--- src/rtl/ysyx_23060184_ifu_pkg.sv ---
`default_nettype none
// ============================================================================
// Module   : ysyx_23060184_ifu_pkg
// Purpose  : Shared widths, reset PC, bus response code and fetch FSM states
//            for the instruction-fetch stage.
// Revision : 1.0 - initial release
// ============================================================================
package ysyx_23060184_ifu_pkg;

  localparam int          IFU_DATA_WIDTH = 32;
  localparam int          IFU_ADDR_WIDTH = 32;
  localparam logic [31:0] IFU_RESET_PC   = 32'h8000_0000;
  localparam logic [1:0]  RESP_OKAY      = 2'b00;

  // Fetch sequencer states
  typedef enum logic [2:0] {
    S_IDLE   = 3'd0,
    S_AR     = 3'd1,
    S_R      = 3'd2,
    S_HOLD   = 3'd3,
    S_WAITPC = 3'd4,
    S_ERR    = 3'd5
  } ifu_state_t;

  // Instructions are word aligned; anything else is a fetch fault
  function automatic logic addr_aligned(input logic [1:0] low_bits);
    return low_bits == 2'b00;
  endfunction

endpackage
`default_nettype wire

--- src/rtl/ysyx_23060184_pc_reg.sv ---
`default_nettype none
// ============================================================================
// Module   : ysyx_23060184_pc_reg
// Purpose  : PC register with a registered PC+4 companion, so neither value
//            has an adder on its output path.
// Revision : 1.0 - initial release
// ============================================================================
module ysyx_23060184_pc_reg #(
  parameter int                    ADDR_WIDTH = 32,
  parameter logic [ADDR_WIDTH-1:0] RESET_PC   = '0
) (
  input  logic                  clk,
  input  logic                  rst,
  input  logic                  load,
  input  logic [ADDR_WIDTH-1:0] next_pc,
  output logic [ADDR_WIDTH-1:0] pc,
  output logic [ADDR_WIDTH-1:0] pc_plus4
);

  logic [ADDR_WIDTH-1:0] r_pc;
  logic [ADDR_WIDTH-1:0] r_pc_plus4;

  // Load PC and its successor together; the +4 wraps modulo 2^ADDR_WIDTH
  always_ff @(posedge clk) begin
    if (rst) begin
      r_pc       <= RESET_PC;
      r_pc_plus4 <= RESET_PC + ADDR_WIDTH'(4);
    end else if (load) begin
      r_pc       <= next_pc;
      r_pc_plus4 <= next_pc + ADDR_WIDTH'(4);
    end
  end

  assign pc       = r_pc;
  assign pc_plus4 = r_pc_plus4;

endmodule
`default_nettype wire

--- src/rtl/ysyx_23060184_ifu.sv ---
`default_nettype none
// ============================================================================
// Module   : ysyx_23060184_ifu
// Purpose  : Instruction-fetch stage. Fetches one instruction per
//            architectural step over an AXI-lite style read channel, hands it
//            to decode, then waits for writeback to supply the next PC.
// Revision : 1.0 - initial release
// ============================================================================
module ysyx_23060184_ifu
  import ysyx_23060184_ifu_pkg::*;
#(
  parameter int                    DATA_WIDTH = IFU_DATA_WIDTH,
  parameter int                    ADDR_WIDTH = IFU_ADDR_WIDTH,
  parameter logic [ADDR_WIDTH-1:0] RESET_PC   = ADDR_WIDTH'(IFU_RESET_PC)
) (
  input  logic                  clk,
  input  logic                  rst,
  // read address channel
  output logic [ADDR_WIDTH-1:0] araddr,
  output logic                  arvalid,
  input  logic                  arready,
  // read data channel
  input  logic [DATA_WIDTH-1:0] rdata,
  input  logic [1:0]            rresp,
  input  logic                  rvalid,
  output logic                  rready,
  // decode interface
  output logic [DATA_WIDTH-1:0] inst,
  output logic [ADDR_WIDTH-1:0] pc,
  output logic [ADDR_WIDTH-1:0] PCPlus4,
  output logic                  Ivalid,
  input  logic                  Dready,
  // writeback interface
  input  logic                  Wvalid,
  input  logic [ADDR_WIDTH-1:0] NextPC,
  // status
  output logic                  fetch_err,
  output logic [31:0]           fetch_cnt
);

  ifu_state_t            r_state;
  ifu_state_t            w_next_state;
  logic [DATA_WIDTH-1:0] r_inst;
  logic [31:0]           r_fetch_cnt;
  logic                  w_load_pc;
  logic                  w_inst_take;
  logic                  w_accept;

  assign w_load_pc   = (r_state == S_WAITPC) && Wvalid;
  assign w_inst_take = (r_state == S_R) && rvalid && (rresp == RESP_OKAY);
  assign w_accept    = (r_state == S_HOLD) && Dready;

  // PC is redirected only by writeback; a misaligned target is still
  // captured so the faulting address is visible for debug
  ysyx_23060184_pc_reg #(
    .ADDR_WIDTH (ADDR_WIDTH),
    .RESET_PC   (RESET_PC)
  ) u_pc_reg (
    .clk      (clk),
    .rst      (rst),
    .load     (w_load_pc),
    .next_pc  (NextPC),
    .pc       (pc),
    .pc_plus4 (PCPlus4)
  );

  // State register
  always_ff @(posedge clk) begin
    if (rst) begin
      r_state <= S_IDLE;
    end else begin
      r_state <= w_next_state;
    end
  end

  // Next-state logic; ERR is terminal until reset
  always_comb begin
    w_next_state = r_state;
    case (r_state)
      S_IDLE:   w_next_state = S_AR;
      S_AR:     if (arready) w_next_state = S_R;
      S_R: begin
        if (rvalid) begin
          w_next_state = (rresp == RESP_OKAY) ? S_HOLD : S_ERR;
        end
      end
      S_HOLD:   if (Dready) w_next_state = S_WAITPC;
      S_WAITPC: begin
        if (Wvalid) begin
          w_next_state = addr_aligned(NextPC[1:0]) ? S_AR : S_ERR;
        end
      end
      S_ERR:    w_next_state = S_ERR;
      default:  w_next_state = S_ERR;
    endcase
  end

  // Capture the instruction on a good read response; held through HOLD
  always_ff @(posedge clk) begin
    if (rst) begin
      r_inst <= '0;
    end else if (w_inst_take) begin
      r_inst <= rdata;
    end
  end

  // Count instructions accepted by decode; wraps silently
  always_ff @(posedge clk) begin
    if (rst) begin
      r_fetch_cnt <= '0;
    end else if (w_accept) begin
      r_fetch_cnt <= r_fetch_cnt + 32'd1;
    end
  end

  // Handshake outputs decode straight from the state register
  assign araddr    = pc;
  assign arvalid   = (r_state == S_AR);
  assign rready    = (r_state == S_R);
  assign Ivalid    = (r_state == S_HOLD);
  assign fetch_err = (r_state == S_ERR);
  assign inst      = r_inst;
  assign fetch_cnt = r_fetch_cnt;

endmodule
`default_nettype wire
--- config.mk ---
export PLATFORM = sky130hd
export DESIGN_NAME = ysyx_23060184_ifu
export DESIGN_NICKNAME = d
export VERILOG_FILES = /design/src/rtl/ysyx_23060184_ifu_pkg.sv /design/src/rtl/ysyx_23060184_pc_reg.sv /design/src/rtl/ysyx_23060184_ifu.sv
export SDC_FILE = /design/constraint.sdc
export NUM_CORES = 1
export LEC_CHECK = 0
export CORE_ASPECT_RATIO = 0.6
export CORE_MARGIN = 2
export CORE_UTILIZATION = 47
export CTS_CLUSTER_SIZE = 8
export DETAILED_ROUTE_END_ITERATION = 10
export PLACE_DENSITY = 0.86
export SYNTH_ARGS = -nofsm -noshare
export SYNTH_HDL_FRONTEND = slang
export SYNTH_HIERARCHICAL = 1
export SYNTH_SLANG_ARGS = --single-unit
--- constraint.sdc ---
create_clock -name clk -period 3.8 [get_ports clk]
set_input_delay 0.76 -clock clk [delete_from_list [all_inputs] [get_ports clk]]
set_output_delay 0.76 -clock clk [all_outputs]
set_load 0.005 [all_outputs]
### Word-level counts from Yosys, hierarchy flattened

Index checks and enable logic that the tools add are counted.

| storage, ports and cells | value |
|---|---|
| register bits | 131 |
| input port bits | 72 |

| operators by class | value |
|---|---|
| add/sub/neg operators | 2 |
| equal/unequal tests | 9 |
| muxes and demuxes | 7 |
| reductions and logical operators | 8 |

Operator list:

| kind | count |
|---|---|
| $add A32 B1 Y32 const B | 1 |
| $add A32 B3 Y32 const B | 1 |
| $mux W3 | 6 |
| $pmux W3 S5 | 1 |
| $eq A3 B2 Y1 const B | 2 |
| $eq A3 B3 Y1 const B | 2 |
| $logic_and A1 B1 Y1 | 4 |
| $logic_not A2 Y1 | 2 |
| $ne A2 B1 Y1 const B | 2 |
| $ne A2 B2 Y1 const B | 2 |
| $reduce_and A4 Y1 | 1 |
| $eq A3 B1 Y1 const B | 1 |
| $logic_not A3 Y1 | 1 |

### Longest topological paths before layout

Gate-level depths: netlist of the first run.

| logic depth | value |
|---|---|
| word-level depth | 4 |
| gate-level depth with buffers | 7 |
| gate-level depth less buffers | 5 |

### By module

Netlist of the first run, hierarchy kept.

Modules (own cells, without submodules):

| module | instances | cells each | area an instance (µm²) |
|---|---|---|---|
| ysyx_23060184_ifu | 1 | 378 | 3,061.7 |
| ysyx_23060184_pc_reg | 1 | 313 | 2,801.4 |

### Worst setup path before layout of the first run

No wires, ideal clock.

| timing | value |
|---|---|
| kind | input -> register |
| start | input port NextPC[2] |
| end | register u_pc_reg.r_pc_plus4[22] (netlist: u_pc_reg/pc_plus4[22]) |
| setup time | 91 ps |
| arrival time | 2,369 ps |
| required time | 3,709 ps |
| slack | 1,340 ps |
| stages on the path | 5 |
| buffers on the path | 0 |
| path through | ha_1 -> nand3_1 -> or4_4 -> or4_1 -> a311oi_1 |

| on the way | value |
|---|---|
| longest elaborated chain between the ends | 1 |

RTL lines:

| item | line | source |
|---|---|---|
| from (decl) | ysyx_23060184_ifu.sv:35 | `input logic [ADDR_WIDTH-1:0] NextPC,` |
| $add A32 B3 Y32 | ysyx_23060184_pc_reg.sv:30 | `r_pc_plus4 <= next_pc + ADDR_WIDTH'(4);` |
| to (signal assigned) | ysyx_23060184_pc_reg.sv:27 | `r_pc_plus4 <= RESET_PC + ADDR_WIDTH'(4);` |
| to (signal assigned) | ysyx_23060184_pc_reg.sv:30 |  |
| to (decl) | ysyx_23060184_pc_reg.sv:21 | `logic [ADDR_WIDTH-1:0] r_pc_plus4;` |

No other way between the ends.
A chain may end at the register's enable or synchronous reset.

### Worst setup path in the final report of the first run

| timing | value |
|---|---|
| start | input port NextPC[3] |
| end | register u_pc_reg.r_pc_plus4[22] (netlist: u_pc_reg/pc_plus4[22]) |

The elaborated chain is that of the path after synthesis.

==> results of run 1 <==
[path summary, 6_finish.rpt]
| kind | startpoint | end | slack, ns | cells past startpoint |
|---|---|---|---|---|
| worst min register to register | inst[16] | inst[16] | 0.45 | 2 |
| worst min-delay path | inst[16] | inst[16] | 0.45 | 2 |
| worst max register to register | r_state[0] | fetch_cnt[31] | 1.19 | 4 |
| worst max-delay path | NextPC[3] | u_pc_reg/pc_plus4[22] | 0.91 | 6 |
[sequential cells by signal (all words and copies together) (netlist names)]
signal / flops
fetch_cnt: 32
inst: 32
r_state: 3
u_pc_reg/pc: 32
u_pc_reg/pc_plus4: 30
[power by group]
group / internal, mW / switching, mW
clock: 1.01 / 0.629
combinational: 0.148 / 0.115
sequential: 1.37 / 0.0223
total: 2.53 / 0.766
[synthesized netlist by cell type (13+ instances only)]
| cell | n | share of area (%) |
|---|---|---|
| sky130_fd_sc_hd__clkbuf_1 | 37 | 2.4 |
| sky130_fd_sc_hd__buf_4 | 34 | 4.4 |
| sky130_fd_sc_hd__nand2_1 | 92 | 5.9 |
| sky130_fd_sc_hd__a21oi_1 | 61 | 5.2 |
| sky130_fd_sc_hd__nor2_1 | 76 | 4.9 |
| sky130_fd_sc_hd__nand4_1 | 14 | 1.5 |
| sky130_fd_sc_hd__o31ai_1 | 16 | 2.0 |
| sky130_fd_sc_hd__dfxtp_1 | 129 | 44 |
| sky130_fd_sc_hd__nand3_1 | 21 | 1.8 |
| sky130_fd_sc_hd__or4_1 | 18 | 2.3 |
| sky130_fd_sc_hd__a211oi_1 | 13 | 1.7 |
| sky130_fd_sc_hd__or3_1 | 13 | 1.4 |
| sky130_fd_sc_hd__mux2i_1 | 33 | 5.6 |
| sky130_fd_sc_hd__o21ai_0 | 13 | 1.1 |
[per-layer routing]
| metal | part of all wire (%) | up-vias |
|---|---|---|
| li1 | - | 2803 |
| met4 | 0.86 | 0 |
| met2 | 44 | 204 |
| met3 | 8.6 | 12 |
| met1 | 47 | 2582 |
| met5 | 0 | - |
[metrics by stage]
stage               power (mW)  worst slack [ns]  utilization (%)  area [µm²]  hold WS, ns
finish                    3.30             0.914             71.9        8700        0.453
global route              3.43             0.775             71.9        8700        0.465
CTS                       3.33             0.917             71.9        8700        0.453
detailed placement        1.69             0.541             66.9        8100        0.446
global placement          1.68             0.596             66.9        8100        0.441
floorplan                 1.52              1.34                -        5860        0.453
[logic make-up (layout without fill, tap and decap cells)]
family | Yosys count | in the layout
DFF | 129 | 129
adders and majority gates | 2 | 2
buffers and inverters | 91 | 291
AOI/OAI and AO/OA | 122 | 122
muxes | 38 | 38
xor gates and xnor gates | 19 | 19
and+or+nand+nor | 290 | 290
[area by class of cell]
cell class / count / area, µm²
fillers: 946 / 3400
well taps: 165 / 206
repair buffers: 246 / 2440
clock inverters: 13 / 150
flip-flops and latches: 129 / 2580
inverters: 13 / 48.8
multi-input cells: 471 / 2810
clock buffers: 19 / 453
[worst max-delay path, stage by stage]
cell	delay, ns
sky130_fd_sc_hd__clkdlybuf4s50_1	0.59
sky130_fd_sc_hd__ha_1	0.30
sky130_fd_sc_hd__nand3_1	0.20
sky130_fd_sc_hd__or4_4	0.61
sky130_fd_sc_hd__or4_1	0.48
sky130_fd_sc_hd__a311oi_1	0.25
==> impl_table.tex, run 1 <==
\begin{tabular}{lr}
\hline
Metric & Value \\
\hline
\multicolumn{2}{l}{\textbf{Route}} \\
Routed len/inst & between 15 and 20 µm \\
Ratio of routed vias to standard cells & 5.30 \\
Routed wire length & 16400 µm \\
Vias after detailed routing & 5601 \\
Length of the first detailed-routing pass in iterations & 5 \\
Drc violations & 0 \\
Iteration-0 DRC count of the detailed router & 395 \\
Post-route ant nets & 0 \\
\multicolumn{2}{l}{\textbf{STA}} \\
Period utilisation layout & about three quarters \\
Max Clk Rate & between 300 and 400 MHz \\
Slew at the pin closest to its max-slew limit & $\sim$0.86 ns \\
Relative slew margins & a little over two fifths \\
Number of hold violations in the final report & 0 \\
Final Skew & 0.0129 ns \\
Time the worst path needs with I/O delays and setup & 2.89 ns \\
Pins Over Slew Limit & 0 \\
Setup total negative slack & 0 ns \\
Final count of negative-setup-slack endpoints & 0 \\
Unrepaired setup endpoints after global routing & false \\
\multicolumn{2}{l}{\textbf{Clock tree}} \\
Buffers inserted during post-CTS setup optimization & 0 \\
Insertion delay of the later-clocked pin in the worst-skew pair & $\sim$0.40 ns \\
CTS sink count & about 130 \\
Maximum buffer depth of the clock tree & 2 \\
Post-cts sizing count & 0 \\
CTS H-Tree Depth & 4 \\
Clock tree from TritonCTS & yes \\
Number of buffers created by CTS & 17 \\
Post-cts hold buffer count & 0 \\
Clock root buffer & sky130\_fd\_sc\_hd\_\_clkbuf\_16 \\
Clock edge transition at the registers on the reported setup and hold paths & $\sim$0.06 ns \\
\multicolumn{2}{l}{\textbf{Critical path}} \\
Required time of the critical path & around 4.1 ns \\
Arrival time at the worst endpoint & roughly 3.2 ns \\
Worst setup EP type & flop \\
Worst-path maximum fanout & 7 \\
WS Path Type & in2reg \\
Critical path launch point type & input port \\
\multicolumn{2}{l}{\textbf{Yosys}} \\
Mux cell area share after synthesis & under 10\% \\
Combinational family with the most area after synthesis & simple AND/OR/NAND/NOR gates \\
Count of flip-flops with a built-in enable after synthesis & 0 \\
Post-synthesis sequential area ratio & 44.0\% \\
Number of different library cells in the post-synthesis netlist & 51 \\
Post-synthesis share of cell area spent on and, or, nand and nor gates & approximately a quarter \\
Post-synthesis adder-cell area fraction & 0.427\% \\
Parity-gate share of the synthesized area counting xor and xnor cells & about 2.8\% \\
Compound-cell area share of the yosys netlist & between 10\% and 20\% \\
Fraction of registers with async set/reset & 0\% \\
Synthesized net count & roughly 770 \\
Count of mapped cells out of synthesis & about 700 \\
Synth warnings & 6 \\
Number of flip-flops and latches in the synthesized netlist & $\sim$130 \\
Netlist area before placement & between 0.005 and 0.006 mm² \\
Leading register cell type out of synthesis & sky130\_fd\_sc\_hd\_\_dfxtp\_1 \\
Post-synthesis area per instance & $\sim$8.5 µm² \\
\multicolumn{2}{l}{\textbf{GRT}} \\
Overall fraction of global-route tracks in use & about 24\% \\
Met3 usage & 9.19\% \\
Wire length of the first global-routing pass & between 20000 and 30000 µm \\
Met1 track utilization from global routing & 34.1\% \\
Met2 usage in global routing & roughly 36\% \\
Vias in the first global route & $\sim$5100 \\
Initial antenna violation count & 0 \\
Routing layer with the top usage in global route & met2 \\
Total overflow reported by the global router & 0 \\
Largest net degree at the start of global routing & 84 \\
\multicolumn{2}{l}{\textbf{Layout}} \\
Fraction of layout instances using a drive strength above 1 & under 10\% \\
Top library cells by usage in the layout, fill and taps aside & sky130\_fd\_sc\_hd\_\_clkdlybuf4s50\_1, sky130\_fd\_sc\_hd\_\_dfxtp\_1, sky130\_fd\_sc\_hd\_\_nand2\_1 \\
Fin nets & roughly 950 \\
Total inserted antenna cells & 0 \\
Area added between synthesis and finish & 48.4\% \\
Final std cells w/o fill & 1056 \\
Most frequent standard cell in the layout excluding fill and tap cells & sky130\_fd\_sc\_hd\_\_clkdlybuf4s50\_1 \\
\multicolumn{2}{l}{\textbf{Die}} \\
Die Height & slightly above 90 µm \\
Number of core rows & 31 \\
Core box area & $\sim$0.012 mm² \\
Ports & 236 \\
Initial core utilization & 48.4\% \\
Die ar. & approximately 0.013 mm² \\
Horizontal die dimension & about 150 µm \\
\multicolumn{2}{l}{\textbf{Run status}} \\
Result of the run & finished, final reports clean \\
\multicolumn{2}{l}{\textbf{Placement}} \\
PortBufs & between 200 and 250 \\
HPWL after detailed placement & roughly 12000 µm \\
Instance count after placement with tap cells included & 1024 \\
Final weighted congestion of routability-driven global placement & about 0.84 \\
\multicolumn{2}{l}{\textbf{Power}} \\
Power per standard cell area & 379 mW/mm² \\
Worst-case vdd ir drop & roughly 320 µV \\
P\_leak & between 2 and 3 nW \\
\multicolumn{2}{l}{\textbf{Min path}} \\
Worst min path class & reg2reg \\
\multicolumn{2}{l}{\textbf{Flow run}} \\
Max-Cap Viols & 0 \\
\hline
\end{tabular}
No activity file was read; power rests on OpenSTA's default activity.
==> run 2, diff against run 1 <==
--- a/config.mk
+++ b/config.mk
@@ -7,10 +7,10 @@
 export LEC_CHECK = 0
 export CORE_ASPECT_RATIO = 0.6
 export CORE_MARGIN = 2
-export CORE_UTILIZATION = 47
+export CORE_UTILIZATION = 39
 export CTS_CLUSTER_SIZE = 8
 export DETAILED_ROUTE_END_ITERATION = 10
-export PLACE_DENSITY = 0.86
+export PLACE_DENSITY = 0.76
 export SYNTH_ARGS = -nofsm -noshare
 export SYNTH_HDL_FRONTEND = slang
 export SYNTH_HIERARCHICAL = 1
==> constraint.sdc (replaced) <==
create_clock -name clk -period 2.6 [get_ports clk]
set_input_delay 0.52 -clock clk [delete_from_list [all_inputs] [get_ports clk]]
set_output_delay 0.52 -clock clk [all_outputs]
set_load 0.005 [all_outputs]
==> impl_table.tex, run 2 (same netlist as run 1, synthesis figures left out) <==
\begin{tabular}{lr}
\hline
Metric & Value \\
\hline
\multicolumn{2}{l}{\textbf{Clock tree}} \\
Clock root buffer & sky130\_fd\_sc\_hd\_\_clkbuf\_16 (unchanged) \\
Post-cts hold buffer count & 0 (unchanged) \\
CTS sink count & 129 (unchanged) \\
Insertion delay of the later-clocked pin in the worst-skew pair & 0.40 ns (about the same) \\
Maximum buffer depth of the clock tree & 2 (unchanged) \\
Clock tree from TritonCTS & yes (unchanged) \\
Clock edge transition at the registers on the reported setup and hold paths & 0.06 ns (about the same) \\
Buffers inserted during post-CTS setup optimization & 0 (unchanged) \\
CTS H-Tree Depth & 4 (unchanged) \\
Number of buffers created by CTS & 17 (unchanged) \\
\multicolumn{2}{l}{\textbf{Route}} \\
Length of the first detailed-routing pass in iterations & 5 (unchanged) \\
Routed len/inst & 15.2 µm (was 15.5 µm) \\
Post-route ant nets & 0 (unchanged) \\
Ratio of routed vias to standard cells & 5.12 (was 5.30) \\
Vias after detailed routing & 5756 (was 5601) \\
Iteration-0 DRC count of the detailed router & 394 (was 395) \\
Routed wire length & 17100 µm (was 16400 µm) \\
Drc violations & 0 (unchanged) \\
\multicolumn{2}{l}{\textbf{Die}} \\
Die ar. & 0.0161 mm² (was 0.0134 mm²) \\
Ports & 236 (unchanged) \\
Initial core utilization & 40.2\% (was 48.4\%) \\
Die Height & 99.0 µm (was 90.5 µm) \\
Core box area & 0.0146 mm² (was 0.0121 mm²) \\
Horizontal die dimension & 162 µm (was 148 µm) \\
Number of core rows & 34 (was 31) \\
\multicolumn{2}{l}{\textbf{Critical path}} \\
Max stage delay on crit path & 0.52 ns (was 0.61 ns) \\
Worst r2r src & fetch\_cnt[17] (was r\_state[0]) \\
Arrival time at the worst endpoint & 1.89 ns (was 3.20 ns) \\
R2R Setup Slk & 0.36 ns (was 1.19 ns) \\
WS Path Type & reg2out (was in2reg) \\
Worst path cell trace & buf\_4, nor2b\_2, nor2b\_1, clkdlybuf4s50\_1 (was clkdlybuf4s50\_1, ha\_1, nand3\_1, or4\_4, or4\_1, a311oi\_1) \\
Critical path launch point type & flop (was input port) \\
Cells on worst reg2reg path & 4 (unchanged) \\
Capture point of the worst reg-to-reg path & fetch\_cnt[31] (unchanged) \\
Worst-path maximum fanout & 12 (was 7) \\
Buf/Inv on CP & 2 (was 1) \\
Family with the most delay on the worst path & buffers and inverters (was simple AND/OR/NAND/NOR gates) \\
Required time of the critical path & 2.08 ns (was 4.11 ns) \\
Instance count on the critical path & 4 (was 6) \\
Cell type of the slowest stage on the worst timing path & sky130\_fd\_sc\_hd\_\_clkdlybuf4s50\_1 (was sky130\_fd\_sc\_hd\_\_or4\_4) \\
Worst setup EP type & output pin (was flop) \\
\multicolumn{2}{l}{\textbf{Placement}} \\
PortBufs & 235 (unchanged) \\
Final weighted congestion of routability-driven global placement & 0.853 (was 0.838) \\
HPWL after detailed placement & 12300 µm (was 11600 µm) \\
Pre-CTS setup slack & -0.153 ns (was 0.541 ns) \\
Placed Instance Area & 0.00842 mm² (was 0.00810 mm²) \\
\multicolumn{2}{l}{\textbf{Layout}} \\
Total inserted antenna cells & 0 (unchanged) \\
Most frequent standard cell in the layout excluding fill and tap cells & sky130\_fd\_sc\_hd\_\_clkdlybuf4s50\_1 (unchanged) \\
Fin nets & 988 (was 952) \\
Area added between synthesis and finish & 53.8\% (was 48.4\%) \\
Fraction of layout instances using a drive strength above 1 & 10.4\% (was 6.62\%) \\
Top library cells by usage in the layout, fill and taps aside & sky130\_fd\_sc\_hd\_\_clkdlybuf4s50\_1, sky130\_fd\_sc\_hd\_\_dfxtp\_1, sky130\_fd\_sc\_hd\_\_nand2\_1 (unchanged) \\
Post-route cell area & 0.00902 mm² (was 0.00870 mm²) \\
\multicolumn{2}{l}{\textbf{STA}} \\
Number of hold violations in the final report & 0 (unchanged) \\
Period utilisation layout & 92.6\% \\
Max Clk Rate & around 420 MHz \\
Time the worst path needs with I/O delays and setup & between 2 and 2.5 ns \\
Final Skew & 0.00938 ns (was 0.0129 ns) \\
Unrepaired setup endpoints after global routing & false (unchanged) \\
Smallest setup slack after layout & 0.193 ns (was 0.914 ns) \\
Final count of negative-setup-slack endpoints & 0 (unchanged) \\
Relative slew margins & 66.0\% (was 42.5\%) \\
Worst-case hold slack & 0.453 ns (about the same) \\
Pins Over Slew Limit & 0 (unchanged) \\
Slew at the pin closest to its max-slew limit & 0.510 ns (was 0.863 ns) \\
\multicolumn{2}{l}{\textbf{Flow run}} \\
Max-Cap Viols & 0 (unchanged) \\
\multicolumn{2}{l}{\textbf{Power}} \\
Worst-case vdd ir drop & 405 µV (was 321 µV) \\
P\_leak & 3.01 nW (was 2.84 nW) \\
Power per standard cell area & 540 mW/mm² (was 379 mW/mm²) \\
\multicolumn{2}{l}{\textbf{GRT}} \\
Wire length of the first global-routing pass & 27300 µm (was 26300 µm) \\
Vias in the first global route & 5379 (was 5098) \\
Largest net degree at the start of global routing & 62 (was 84) \\
Initial antenna violation count & 0 (unchanged) \\
Overall fraction of global-route tracks in use & 21.0\% (was 24.3\%) \\
Total overflow reported by the global router & 0 (unchanged) \\
\multicolumn{2}{l}{\textbf{Min path}} \\
Worst min path class & reg2reg (unchanged) \\
Cell depth of the worst min-delay path & 2 (unchanged) \\
Beginning of the worst hold path & inst[29] (was inst[16]) \\
Worst-case hold path end point & inst[29] (was inst[16]) \\
\multicolumn{2}{l}{\textbf{Run status}} \\
Result of the run & finished, final reports clean (unchanged) \\
\hline
\end{tabular}
[run 2: worst max-delay path by stage]
stage                                  endpoint        from  slack [ns]
final                                    rready  r_state[1]        0.19
after global routing                     rready  r_state[1]        0.08
after CTS                                rready  r_state[1]         0.1
after detailed placement  u_pc_reg/pc_plus4[22]   NextPC[2]       -0.15
after global placement    u_pc_reg/pc_plus4[22]   NextPC[2]       -0.12
after floorplan                 u_pc_reg/pc[10]  r_state[0]        0.37
[run 2: power by group]
group	switching (mW)	internal, mW
Clock	0.959	1.45
Sequential	0.0195	2.01
Combinational	0.189	0.247
Total	1.17	3.70
[run 2: final cells by class]
type / count / area [µm²]
fillers: 1278 / 5580
clock buffers: 18 / 439
repair buffers: 282 / 2730
clock inverters: 14 / 155
multi-input cells: 471 / 2820
well taps: 198 / 248
flip-flops and latches: 129 / 2580
inverters: 13 / 48.8
[run 2: what timing repair did]
item	4_1_cts	5_1_grt
hold endpoints to repair	0	0
setup endpoints to repair	0	1
gates resized for setup	0	1
[run 2: stage by stage]
stage / total power [mW] / TNS (ns) / utilization [%] / instances
6_report: 4.87 / 0 / 61.8 / 1125
4_1_cts: 4.93 / 0 / 61.8 / 1125
2_1_floorplan: 2.23 / 0 / - / 691
3_3_place_gp: 2.50 / -0.142 / 57.7 / 1093
3_5_place_dp: 2.50 / -0.397 / 57.7 / 1093
5_1_grt: 5.06 / 0 / 61.8 / 1125
[run 2: metal layers]
layer | vias to the layer above | GRT usage [%] | routed length, µm
li1 | 2869 | - | -
met1 | 2657 | 29.5 | 8290
met2 | 218 | 31.2 | 7150
met3 | 12 | 6.61 | 1500
met4 | 0 | 5.38 | 158
met5 | - | 0 | 0
[run 2: worst min-delay path: stages (launching register included)]
cell and delay, ns:
sky130_fd_sc_hd__dfxtp_1 0.30, sky130_fd_sc_hd__nand2_1 0.05, sky130_fd_sc_hd__a21oi_1 0.05
==> run 3, diff against run 2 <==
--- a/config.mk
+++ b/config.mk
@@ -11,6 +11,7 @@
 export CTS_CLUSTER_SIZE = 8
 export DETAILED_ROUTE_END_ITERATION = 10
 export PLACE_DENSITY = 0.76
+export RECOVER_POWER = 50
 export SYNTH_ARGS = -nofsm -noshare
 export SYNTH_HDL_FRONTEND = slang
 export SYNTH_HIERARCHICAL = 1
==> impl_table.tex, run 3 (same netlist as run 1, synthesis figures left out) <==
\begin{tabular}{lr}
\hline
Metric & Value \\
\hline
\multicolumn{2}{l}{\textbf{Run status}} \\
Result of the run & finished, final reports clean (unchanged) \\
\multicolumn{2}{l}{\textbf{Layout}} \\
Fin nets & 988 (unchanged) \\
Fin util & 61.4\% (was 61.8\%) \\
Most frequent standard cell in the layout excluding fill and tap cells & sky130\_fd\_sc\_hd\_\_dfxtp\_1 (was sky130\_fd\_sc\_hd\_\_clkdlybuf4s50\_1) \\
Post-route cell area & 0.00896 mm² (was 0.00902 mm²) \\
Top library cells by usage in the layout, fill and taps aside & sky130\_fd\_sc\_hd\_\_dfxtp\_1, sky130\_fd\_sc\_hd\_\_clkdlybuf4s50\_1, sky130\_fd\_sc\_hd\_\_dlygate4sd3\_1 (was sky130\_fd\_sc\_hd\_\_clkdlybuf4s50\_1, sky130\_fd\_sc\_hd\_\_dfxtp\_1, sky130\_fd\_sc\_hd\_\_nand2\_1) \\
Fraction of layout instances using a drive strength above 1 & 9.82\% (was 10.4\%) \\
Area added between synthesis and finish & 52.8\% (was 53.8\%) \\
\multicolumn{2}{l}{\textbf{Critical path}} \\
Required time of the critical path & 2.88 ns (was 2.08 ns) \\
Cell type of the slowest stage on the worst timing path & sky130\_fd\_sc\_hd\_\_dlygate4sd3\_1 (was sky130\_fd\_sc\_hd\_\_clkdlybuf4s50\_1) \\
Worst path cell trace & dlygate4sd3\_1, nor4bb\_1, buf\_4, clkbuf\_2, mux2i\_1, nor2\_1, mux2\_2 (was buf\_4, nor2b\_2, nor2b\_1, clkdlybuf4s50\_1) \\
WS Path Type & in2reg (was reg2out) \\
Max stage delay on crit path & 0.54 ns (was 0.52 ns) \\
Worst-path maximum fanout & 26 (was 12) \\
Worst setup EP type & flop (was output pin) \\
R2R Setup Slk & 0.35 ns (was 0.36 ns) \\
Arrival time at the worst endpoint & 2.70 ns (was 1.89 ns) \\
Critical path launch point type & input port (was flop) \\
\multicolumn{2}{l}{\textbf{Placement}} \\
Final weighted congestion of routability-driven global placement & 0.853 (unchanged) \\
HPWL after detailed placement & 12300 µm (unchanged) \\
Placed Instance Area & 0.00842 mm² (unchanged) \\
Pre-CTS setup slack & -0.153 ns (unchanged) \\
PortBufs & 235 (unchanged) \\
\multicolumn{2}{l}{\textbf{Clock tree}} \\
Maximum buffer depth of the clock tree & 2 (unchanged) \\
Insertion delay of the later-clocked pin in the worst-skew pair & 0.40 ns (about the same) \\
CTS H-Tree Depth & 4 (unchanged) \\
Clock edge transition at the registers on the reported setup and hold paths & 0.06 ns (about the same) \\
Clock root buffer & sky130\_fd\_sc\_hd\_\_clkbuf\_16 (unchanged) \\
Buffers inserted during post-CTS setup optimization & 0 (unchanged) \\
Clock tree from TritonCTS & yes (unchanged) \\
Post-cts hold buffer count & 0 (unchanged) \\
Post-cts sizing count & 0 (unchanged) \\
Number of buffers created by CTS & 17 (unchanged) \\
CTS sink count & 129 (unchanged) \\
\multicolumn{2}{l}{\textbf{STA}} \\
Final count of negative-setup-slack endpoints & 0 (unchanged) \\
Slew at the pin closest to its max-slew limit & 0.648 ns (was 0.510 ns) \\
Smallest setup slack after layout & 0.187 ns (was 0.193 ns) \\
Period utilisation layout & 92.8\% (was 92.6\%) \\
Number of hold violations in the final report & 0 (unchanged) \\
Relative slew margins & 56.8\% (was 66.0\%) \\
Pins Over Slew Limit & 0 (unchanged) \\
Max Clk Rate & 414 MHz (was 416 MHz) \\
Unrepaired setup endpoints after global routing & false (unchanged) \\
Time the worst path needs with I/O delays and setup & 2.41 ns (about the same) \\
Final Skew & 0.00990 ns (was 0.00938 ns) \\
\multicolumn{2}{l}{\textbf{Die}} \\
Core box area & 0.0146 mm² (unchanged) \\
Ports & 236 (unchanged) \\
Die Height & 99.0 µm (unchanged) \\
Number of core rows & 34 (unchanged) \\
Die ar. & 0.0161 mm² (unchanged) \\
Initial core utilization & 40.2\% (unchanged) \\
Horizontal die dimension & 162 µm (unchanged) \\
\multicolumn{2}{l}{\textbf{GRT}} \\
Overall fraction of global-route tracks in use & 21.0\% (unchanged) \\
Total overflow reported by the global router & 0 (unchanged) \\
Initial antenna violation count & 1 (was 0) \\
Vias in the first global route & 5379 (unchanged) \\
Wire length of the first global-routing pass & 27300 µm (unchanged) \\
Largest net degree at the start of global routing & 62 (unchanged) \\
\multicolumn{2}{l}{\textbf{Power}} \\
P\_leak & 3.33 nW (was 3.01 nW) \\
Power per standard cell area & 542 mW/mm² (was 540 mW/mm²) \\
Worst-case vdd ir drop & 405 µV (about the same) \\
\multicolumn{2}{l}{\textbf{Route}} \\
Ratio of routed vias to standard cells & 5.14 (was 5.12) \\
Routed len/inst & 15.2 µm (about the same) \\
Routed wire length & 17100 µm (about the same) \\
Vias after detailed routing & 5784 (was 5756) \\
Post-route ant nets & 0 (unchanged) \\
Iteration-0 DRC count of the detailed router & 424 (was 394) \\
Length of the first detailed-routing pass in iterations & 5 (unchanged) \\
Drc violations & 0 (unchanged) \\
\multicolumn{2}{l}{\textbf{Flow run}} \\
Max-Cap Viols & 0 (unchanged) \\
\multicolumn{2}{l}{\textbf{Min path}} \\
Worst min path class & reg2reg (unchanged) \\
\hline
\end{tabular}
## run 3: cell types whose count changed in the layout (fill, tap and decap cells not counted), moves of 2 or more
cell,before,now
sky130_fd_sc_hd__clkbuf_1,0,3
sky130_fd_sc_hd__dlygate4sd3_1,0,111
sky130_fd_sc_hd__clkbuf_2,0,2
sky130_fd_sc_hd__clkdlybuf4s50_1,234,123
sky130_fd_sc_hd__buf_4,46,41
## run 3: final cells by class
| class | instances | area (µm²) |
|---|---|---|
| antenna | 1 | 2.50 |
| timing repair buffer | 282 | 2700 |
| sequential | 129 | 2580 |
| inverter | 13 | 48.8 |
| clock buffer | 18 | 439 |
| clock inverter | 14 | 155 |
| fill | 1284 | 5630 |
| multi-input combinational | 471 | 2790 |
| tap | 198 | 248 |
## run 3: report_power, final
group / switching [mW] / internal, mW
Sequential: 0.0165 / 2.00
Clock: 0.963 / 1.45
Combinational: 0.187 / 0.231
Total: 1.17 / 3.69
## run 3: layer usage
metal	GRT usage (%)	up-vias	part of all wire, %
met4	5.38	0	0.93
met2	31.2	207	42
met1	29.5	2691	49
met3	6.61	12	8.4
met5	0	-	0
li1	-	2874	-
## run 3: path summary, 6_finish.rpt
| kind | start | to | cells after the start |
|---|---|---|---|
| worst max-delay path | Wvalid | u_pc_reg/pc_plus4[30] | 7 |
| worst min-delay path | inst[29] | inst[29] | 2 |
| worst max register to register | r_state[0] | u_pc_reg/pc_plus4[30] | 7 |
| worst min register to register | inst[29] | inst[29] | 2 |
## run 3: worst max-delay path, delay by kind of cell
family	cells	cell delay (ns)
and+or+nand+nor	2	0.33
buffers and inverters	3	1.30
muxes	2	0.52
## run 3: stage by stage
stage / setup TNS [ns] / hold slack, ns / power, mW / std cells
global placement: -0.142 / 0.441 / 2.50 / 1093
floorplan: 0 / 0.453 / 2.23 / 691
detailed placement: -0.397 / 0.447 / 2.50 / 1093
global route: 0 / 0.475 / 5.04 / 1126
finish: 0 / 0.450 / 4.86 / 1126
CTS: 0 / 0.455 / 4.93 / 1125
